<file path="src/rtl/parking_slot_manager_pkg.sv">
// Shared types and helpers for the parking slot manager.
// PARKING_STATS_EN (optional) adds saturating statistics counters.
package parking_pkg;

  typedef enum logic [0:0] {
    DOOR_IDLE = 1'b0,
    DOOR_OPEN = 1'b1
  } door_state_e;

  localparam int unsigned STAT_W = 16;

  // Slot-index width; a 2-slot lot still needs one bit.
  function automatic int unsigned calc_slot_w(input int unsigned n);
    return (n <= 2) ? 1 : $clog2(n);
  endfunction

endpackage

</file>
<file path="src/rtl/parking_slot_manager_if.sv">
// Sensor/driver bundle of the parking slot manager.
// PARKING_STATS_EN adds the stat_* counter outputs.
interface parking_slot_manager_if
  import parking_pkg::*;
#(
  parameter int unsigned NUM_SLOTS = 4,
  parameter int unsigned SLOT_W    = calc_slot_w(NUM_SLOTS)
);

  logic                 entry_req;
  logic                 exit_req;
  logic [SLOT_W-1:0]    exit_slot;
  logic                 entry_grant;
  logic [SLOT_W-1:0]    granted_slot;
  logic                 exit_ack;
  logic                 exit_err;
  logic                 door_open;
  logic [NUM_SLOTS-1:0] occupancy;
  logic [SLOT_W:0]      occ_count;
  logic [SLOT_W-1:0]    best_slot;
  logic                 full;
  logic                 empty;
`ifdef PARKING_STATS_EN
  logic [STAT_W-1:0]    stat_entries;
  logic [STAT_W-1:0]    stat_rejects;
  logic [STAT_W-1:0]    stat_errors;

  modport master (
    output entry_req, exit_req, exit_slot,
    input  entry_grant, granted_slot, exit_ack, exit_err, door_open,
    input  occupancy, occ_count, best_slot, full, empty,
    input  stat_entries, stat_rejects, stat_errors
  );

  modport slave (
    input  entry_req, exit_req, exit_slot,
    output entry_grant, granted_slot, exit_ack, exit_err, door_open,
    output occupancy, occ_count, best_slot, full, empty,
    output stat_entries, stat_rejects, stat_errors
  );
`else
  modport master (
    output entry_req, exit_req, exit_slot,
    input  entry_grant, granted_slot, exit_ack, exit_err, door_open,
    input  occupancy, occ_count, best_slot, full, empty
  );

  modport slave (
    input  entry_req, exit_req, exit_slot,
    output entry_grant, granted_slot, exit_ack, exit_err, door_open,
    output occupancy, occ_count, best_slot, full, empty
  );
`endif

endinterface

</file>
<file path="src/rtl/parking_slot_picker.sv">
// Lowest-free-slot priority encoder over the occupancy bitmap.
module parking_slot_picker
  import parking_pkg::*;
#(
  parameter int unsigned NUM_SLOTS = 4,
  parameter int unsigned SLOT_W    = calc_slot_w(NUM_SLOTS)
) (
  input  logic [NUM_SLOTS-1:0] i_occupancy,
  output logic [SLOT_W-1:0]    o_best_slot,
  output logic                 o_full,
  output logic                 o_empty
);

  // Scan downward so the lowest free index wins; stays 0 when full.
  always_comb begin
    o_best_slot = '0;
    for (int i = NUM_SLOTS - 1; i >= 0; i--) begin
      if (!i_occupancy[i]) o_best_slot = SLOT_W'(i);
    end
  end

  assign o_full  = &i_occupancy;
  assign o_empty = ~|i_occupancy;

endmodule

</file>
<file path="src/rtl/parking_slot_manager.sv">
// N-slot parking manager: occupancy bitmap, lowest-free slot assignment, timed door.
// PARKING_STATS_EN adds saturating entry/reject/error counters.
module parking_slot_manager
  import parking_pkg::*;
#(
  parameter int unsigned NUM_SLOTS        = 4,
  parameter int unsigned DOOR_HOLD_CYCLES = 8,
  parameter int unsigned SLOT_W           = calc_slot_w(NUM_SLOTS)
) (
  input logic                   clk,
  input logic                   reset,
  parking_slot_manager_if.slave io_bus
);

  localparam int unsigned CNT_W   = $clog2(DOOR_HOLD_CYCLES + 1);
  localparam logic [0:0]  ST_IDLE = DOOR_IDLE;
  localparam logic [0:0]  ST_OPEN = DOOR_OPEN;

  logic [NUM_SLOTS-1:0] r_occupancy, w_occ_d;
  logic [SLOT_W:0]      r_occ_count, w_count_d;
  logic [SLOT_W-1:0]    r_granted_slot, w_best_slot;
  logic                 r_entry_grant, r_exit_ack, r_exit_err;
  logic [0:0]           r_door_state, w_door_state_d;
  logic [CNT_W-1:0]     r_hold_cnt, w_hold_cnt_d;
  logic                 w_full, w_empty;
  logic                 w_entry_acc, w_exit_in_range, w_exit_ok, w_exit_bad, w_event;

  parking_slot_picker #(
    .NUM_SLOTS (NUM_SLOTS),
    .SLOT_W    (SLOT_W)
  ) u_picker (
    .i_occupancy (r_occupancy),
    .o_best_slot (w_best_slot),
    .o_full      (w_full),
    .o_empty     (w_empty)
  );

  always_comb begin
    w_entry_acc     = io_bus.entry_req & ~w_full;
    w_exit_in_range = ({1'b0, io_bus.exit_slot} < (SLOT_W + 1)'(NUM_SLOTS));
    w_exit_ok       = io_bus.exit_req & w_exit_in_range & r_occupancy[io_bus.exit_slot];
    w_exit_bad      = io_bus.exit_req & ~w_exit_ok;
    w_event         = w_entry_acc | w_exit_ok;
  end

  // best_slot comes from the pre-exit bitmap, so a slot freed this cycle is never reused now.
  always_comb begin
    w_occ_d = r_occupancy;
    if (w_exit_ok)   w_occ_d[io_bus.exit_slot] = 1'b0;
    if (w_entry_acc) w_occ_d[w_best_slot]      = 1'b1;

    w_count_d = r_occ_count;
    case ({w_entry_acc, w_exit_ok})
      2'b10:   w_count_d = r_occ_count + (SLOT_W + 1)'(1);
      2'b01:   w_count_d = r_occ_count - (SLOT_W + 1)'(1);
      default: w_count_d = r_occ_count;
    endcase
  end

  always_comb begin
    w_door_state_d = r_door_state;
    w_hold_cnt_d   = r_hold_cnt;
    if (w_event) begin
      w_door_state_d = ST_OPEN;
      w_hold_cnt_d   = CNT_W'(DOOR_HOLD_CYCLES);
    end else if (r_door_state == ST_OPEN) begin
      if (r_hold_cnt <= CNT_W'(1)) begin
        w_door_state_d = ST_IDLE;
        w_hold_cnt_d   = '0;
      end else begin
        w_hold_cnt_d = r_hold_cnt - CNT_W'(1);
      end
    end
  end

  always_ff @(posedge clk or posedge reset) begin
    if (reset) begin
      r_occupancy    <= '0;
      r_occ_count    <= '0;
      r_entry_grant  <= 1'b0;
      r_granted_slot <= '0;
      r_exit_ack     <= 1'b0;
      r_exit_err     <= 1'b0;
      r_door_state   <= ST_IDLE;
      r_hold_cnt     <= '0;
    end else begin
      r_occupancy   <= w_occ_d;
      r_occ_count   <= w_count_d;
      r_entry_grant <= w_entry_acc;
      r_exit_ack    <= w_exit_ok;
      r_exit_err    <= w_exit_bad;
      r_door_state  <= w_door_state_d;
      r_hold_cnt    <= w_hold_cnt_d;
      if (w_entry_acc) r_granted_slot <= w_best_slot;
    end
  end

  assign io_bus.entry_grant  = r_entry_grant;
  assign io_bus.granted_slot = r_granted_slot;
  assign io_bus.exit_ack     = r_exit_ack;
  assign io_bus.exit_err     = r_exit_err;
  assign io_bus.door_open    = (r_door_state == ST_OPEN);
  assign io_bus.occupancy    = r_occupancy;
  assign io_bus.occ_count    = r_occ_count;
  assign io_bus.best_slot    = w_best_slot;
  assign io_bus.full         = w_full;
  assign io_bus.empty        = w_empty;

`ifdef PARKING_STATS_EN
  logic [STAT_W-1:0] r_stat_entries, r_stat_rejects, r_stat_errors;

  always_ff @(posedge clk or posedge reset) begin
    if (reset) begin
      r_stat_entries <= '0;
      r_stat_rejects <= '0;
      r_stat_errors  <= '0;
    end else begin
      if (w_entry_acc && (r_stat_entries != '1)) r_stat_entries <= r_stat_entries + 1'b1;
      if (io_bus.entry_req && w_full && (r_stat_rejects != '1)) begin
        r_stat_rejects <= r_stat_rejects + 1'b1;
      end
      if (w_exit_bad && (r_stat_errors != '1)) r_stat_errors <= r_stat_errors + 1'b1;
    end
  end

  assign io_bus.stat_entries = r_stat_entries;
  assign io_bus.stat_rejects = r_stat_rejects;
  assign io_bus.stat_errors  = r_stat_errors;
`endif

  a_count_matches_bitmap: assert property (@(posedge clk) disable iff (reset)
    r_occ_count == (SLOT_W + 1)'($countones(r_occupancy)));

endmodule

</file>
<file path="src/flat_wrapper.sv">
// flat-port wrapper written by rule: the top's interface ports become plain ports
module parking_slot_manager_flat import parking_pkg::*;
#(
  parameter int unsigned NUM_SLOTS        = 4,
  parameter int unsigned DOOR_HOLD_CYCLES = 8,
  parameter int unsigned SLOT_W           = calc_slot_w(NUM_SLOTS)
)
  (clk, reset, io_bus_entry_req, io_bus_exit_req, io_bus_exit_slot, io_bus_entry_grant, io_bus_granted_slot, io_bus_exit_ack, io_bus_exit_err, io_bus_door_open, io_bus_occupancy, io_bus_occ_count, io_bus_best_slot, io_bus_full, io_bus_empty);
  parking_slot_manager_if #(.NUM_SLOTS(NUM_SLOTS), .SLOT_W(SLOT_W)) io_bus_i ();
  input logic clk;
  input logic reset;
  input wire logic [$bits(io_bus_i.entry_req)-1:0] io_bus_entry_req;
  input wire logic [$bits(io_bus_i.exit_req)-1:0] io_bus_exit_req;
  input wire logic [$bits(io_bus_i.exit_slot)-1:0] io_bus_exit_slot;
  output wire logic [$bits(io_bus_i.entry_grant)-1:0] io_bus_entry_grant;
  output wire logic [$bits(io_bus_i.granted_slot)-1:0] io_bus_granted_slot;
  output wire logic [$bits(io_bus_i.exit_ack)-1:0] io_bus_exit_ack;
  output wire logic [$bits(io_bus_i.exit_err)-1:0] io_bus_exit_err;
  output wire logic [$bits(io_bus_i.door_open)-1:0] io_bus_door_open;
  output wire logic [$bits(io_bus_i.occupancy)-1:0] io_bus_occupancy;
  output wire logic [$bits(io_bus_i.occ_count)-1:0] io_bus_occ_count;
  output wire logic [$bits(io_bus_i.best_slot)-1:0] io_bus_best_slot;
  output wire logic [$bits(io_bus_i.full)-1:0] io_bus_full;
  output wire logic [$bits(io_bus_i.empty)-1:0] io_bus_empty;
  assign io_bus_i.entry_req = io_bus_entry_req;
  assign io_bus_i.exit_req = io_bus_exit_req;
  assign io_bus_i.exit_slot = io_bus_exit_slot;
  assign io_bus_entry_grant = io_bus_i.entry_grant;
  assign io_bus_granted_slot = io_bus_i.granted_slot;
  assign io_bus_exit_ack = io_bus_i.exit_ack;
  assign io_bus_exit_err = io_bus_i.exit_err;
  assign io_bus_door_open = io_bus_i.door_open;
  assign io_bus_occupancy = io_bus_i.occupancy;
  assign io_bus_occ_count = io_bus_i.occ_count;
  assign io_bus_best_slot = io_bus_i.best_slot;
  assign io_bus_full = io_bus_i.full;
  assign io_bus_empty = io_bus_i.empty;
  parking_slot_manager #(.NUM_SLOTS(NUM_SLOTS), .DOOR_HOLD_CYCLES(DOOR_HOLD_CYCLES), .SLOT_W(SLOT_W)) u_core (.clk(clk), .reset(reset), .io_bus(io_bus_i));
endmodule
</file>
<file path="config.mk">
export PLATFORM = sky130hd
export DESIGN_NAME = parking_slot_manager_flat
export DESIGN_NICKNAME = d
export VERILOG_FILES = /design/src/rtl/parking_slot_manager_pkg.sv /design/src/rtl/parking_slot_manager_if.sv /design/src/rtl/parking_slot_picker.sv /design/src/rtl/parking_slot_manager.sv /design/src/flat_wrapper.sv
export SDC_FILE = /design/constraint.sdc
export NUM_CORES = 1
export LEC_CHECK = 0
export CAP_MARGIN = 20
export CORE_MARGIN = 4
export CORE_UTILIZATION = 44
export CTS_BUF_LIST = sky130_fd_sc_hd__clkbuf_8
export CTS_CLUSTER_SIZE = 12
export DETAILED_ROUTE_END_ITERATION = 10
export GPL_TIMING_DRIVEN = 0
export PLACE_DENSITY_LB_ADDON = 0.05
export REMOVE_ABC_BUFFERS = 1
export SLEW_MARGIN = 40
export SYNTH_ARGS = -nofsm -noshare
export SYNTH_HDL_FRONTEND = slang
export SYNTH_SLANG_ARGS = --single-unit
</file>
<file path="constraint.sdc">
create_clock -name clk -period 2 [get_ports clk]
set_input_delay 0.4 -clock clk [delete_from_list [all_inputs] [get_ports clk]]
set_output_delay 0.4 -clock clk [all_outputs]
set_load 0.1 [all_outputs]
</file>
==> results.md <==
* CP Max Fanout at 5
* Final slew viol count at 0
* Initial antenna violation count at 0
* Setup-failing EPs final at 1
* Fin area at about 1200 um2
* Placed Area at around 1000 um2
* Max_cap viols at 0
* Clock root buffer: clkbuf_8
* Post-route ant nets at 0
* Synth warnings at 0
* Clock Latency Late Sink at 0.25 ns
* Final HPWL DP at 1142 um
* Status: finished with violations
* Clk slew on worst S/H paths at ~0.06 ns
* Max Fclk at roughly 500 MHz
* Drt first pass iters at 2
* CTS sink count at 17
* RSZ-0062 raised after global routing: true
* First-pass GRT wire length at 2939 um
* Most frequent cells in the layout: buf_2 (17), dfrtp_1 (13), inv_1 (11)
* H-tree depth at 1
* Antenna Cells at 0
* Die area at between 2000 and 3000 um2
* Largest net degree at the start of global routing at 18
* TritonCTS Buffers at 3
* First DRT Iteration DRCs at 3
* Core area at around 1800 um2
* Yosys reg bits at 17
* Clock Skews at ~0.0025 ns
* Vias in the first global route at around 670
* Async set-reset flop share out of synthesis at 100.0%
* Hold crit path type: reg -> reg
* Synthesized area at roughly 850 um2
* Chip Height at approximately 52 um
* Final hold viol count at 0
* Tcrit/Tclk final at 100.1%
* Clock Tree Buf Depth at 2
* CP Capture Type: register
* Worst Path Arrival at 2.16 ns
* Hold_buf cts at 0
* Layout cells sized above 1 at 37.93%
* Nets at 128
* CTS tree: done
* Layout area overhead at 34.85%
* Post-Route WL at between 1500 and 2000 um
* Startpoint class of the critical path: register
* Port bufs at 22
* Remaining Overflow, GRT at 0
* Worst-margin pin slew at between 0.6 and 0.7 ns
* Failing checks: negative setup slack
* WL per Instance at between 10 and 15 um
* Seq/Total Area, Yosys at between 40% and 50%
* Crit path kind: reg -> reg
* Main synth FF type: dfrtp_1
* Syn Inst Count at 84
* RePlAce Congestion at just over 0.8
* Initial Utilization at a little under half
* Die Span X at roughly 52 um
* Commonest non-fill, non-tap cell in the layout: buf_2
* Worst setup margin at -0.001441 ns
* Total GRT Usage at roughly 15%
* Vias at 700
* Via density at ~5.0
* Req. time, crit path at around 2.2 ns
* Number of flops mapped to enable cells by yosys at 0
* Syn_area_per_cell at 10.17 um2
* Drt drc at 0
* Post-route minimum period at 2.001 ns
* Rel. slew slack at 57.58%
* Layout Utilization at 64.63%
* FP Rows at 15
* IO Count at 23
* Post-synth cell types at 29
## stage by stage
| stage | std cells | hold WS (ns) | setup slack [ns] | TNS (ns) |
|---|---|---|---|---|
| floorplan | 80 | 0.3261 | -2.255 | -8.451 |
| global placement | 127 | 0.4539 | -0.6144 | -4.588 |
| detailed placement | 127 | 0.4534 | -0.6112 | -3.033 |
| CTS | 138 | 0.4638 | 0.006027 | 0 |
| global route | 141 | 0.5038 | -0.07310 | -0.1809 |
| finish | 141 | 0.4632 | -0.001441 | -0.001441 |
## layer usage
metal  up-vias  routed length (um)  track usage (%)
li1        350                   -                -
met1       332                 793            20.33
met2        18                 801            22.38
met3         0                 102            2.579
met4         0                   0            5.240
met5         -                   0                0
## cell usage after synthesis (all sizes together), types with 2 or more instances
cell | n | area (um2)
a31oi | 3 | 18.77
xor2 | 2 | 17.52
a41oi | 2 | 17.52
ha | 4 | 50.05
nor2 | 5 | 18.77
o21ai | 3 | 15.01
dfrtp | 17 | 425.4
o31ai | 2 | 15.01
clkbuf | 2 | 8.750
a21oi | 4 | 20.02
inv | 12 | 45.04
nor2b | 2 | 12.51
buf | 2 | 10.01
nand2 | 9 | 33.78
nor4 | 2 | 12.51
## timing repair
| item | 4_1_cts | 5_1_grt |
|---|---|---|
| resized for setup | 14 | 5 |
| pin swaps | 0 | 4 |
| cloned | 0 | 0 |
| setup buffers | 7 | 3 |
| endpoints found under the setup margin | 6 | 3 |
## flip-flops by register name, summed over array words and instances (netlist names)
register	cells
u_core.io_bus.granted_slot	2
u_core.io_bus.door_open	1
u_core.io_bus.occ_count	3
u_core.io_bus.entry_grant	1
u_core.io_bus.exit_err	1
u_core.io_bus.occupancy	4
u_core.r_hold_cnt	4
u_core.io_bus.exit_ack	1
## cell type report
| type | instances | area [um2] |
|---|---|---|
| clock buffers | 3 | 41.29 |
| clock inverters | 1 | 3.754 |
| fillers | 145 | 630.6 |
| inverters | 12 | 45.04 |
| multi-input cells | 51 | 389.1 |
| flip-flops and latches | 17 | 430.4 |
| well taps | 25 | 31.28 |
| repair buffers | 32 | 211.5 |
## path summary, 6_finish.rpt
kind / startpoint / end / slack, ns / cells past startpoint
min in group asynchronous: reset / u_core.io_bus.door_open / 0.54 / 2
worst min-delay path: u_core.io_bus.occ_count[2] / u_core.io_bus.occ_count[2] / 0.46 / 1
max in group asynchronous: reset / u_core.io_bus.occupancy[3] / 1.01 / 2
worst max register to register: u_core.io_bus.occupancy[1] / u_core.r_hold_cnt[0] / -0.001 / 7
worst min register to register: u_core.io_bus.occ_count[2] / u_core.io_bus.occ_count[2] / 0.46 / 1
worst max-delay path: u_core.io_bus.occupancy[1] / u_core.r_hold_cnt[0] / -0.001 / 7
## cell families (layout without fill, tap and decap cells)
logic type	after synthesis	after routing	share of synthesized area [%]
AND/OR/NAND/NOR	22	22	13.03
flip-flops	17	17	49.78
AO/OA/AOI/OAI	19	19	14.64
multiplexers	2	2	3.807
XOR/XNOR	3	3	3.075
adder cells (fa/ha/maj)	5	5	8.199
buffers and inverters	16	48	7.466
## worst max-delay path, cell delays in order, from the launching register on
cell,delay [ns]
dfrtp_2,0.44
mux4_2,0.47
and2_4,0.19
inv_1,0.05
ha_2,0.19
inv_2,0.06
or3_2,0.44
o31ai_1,0.07
Power is not shown: default switching activity piles up to over one toggle a cycle in this logic, so the estimate is an artifact.
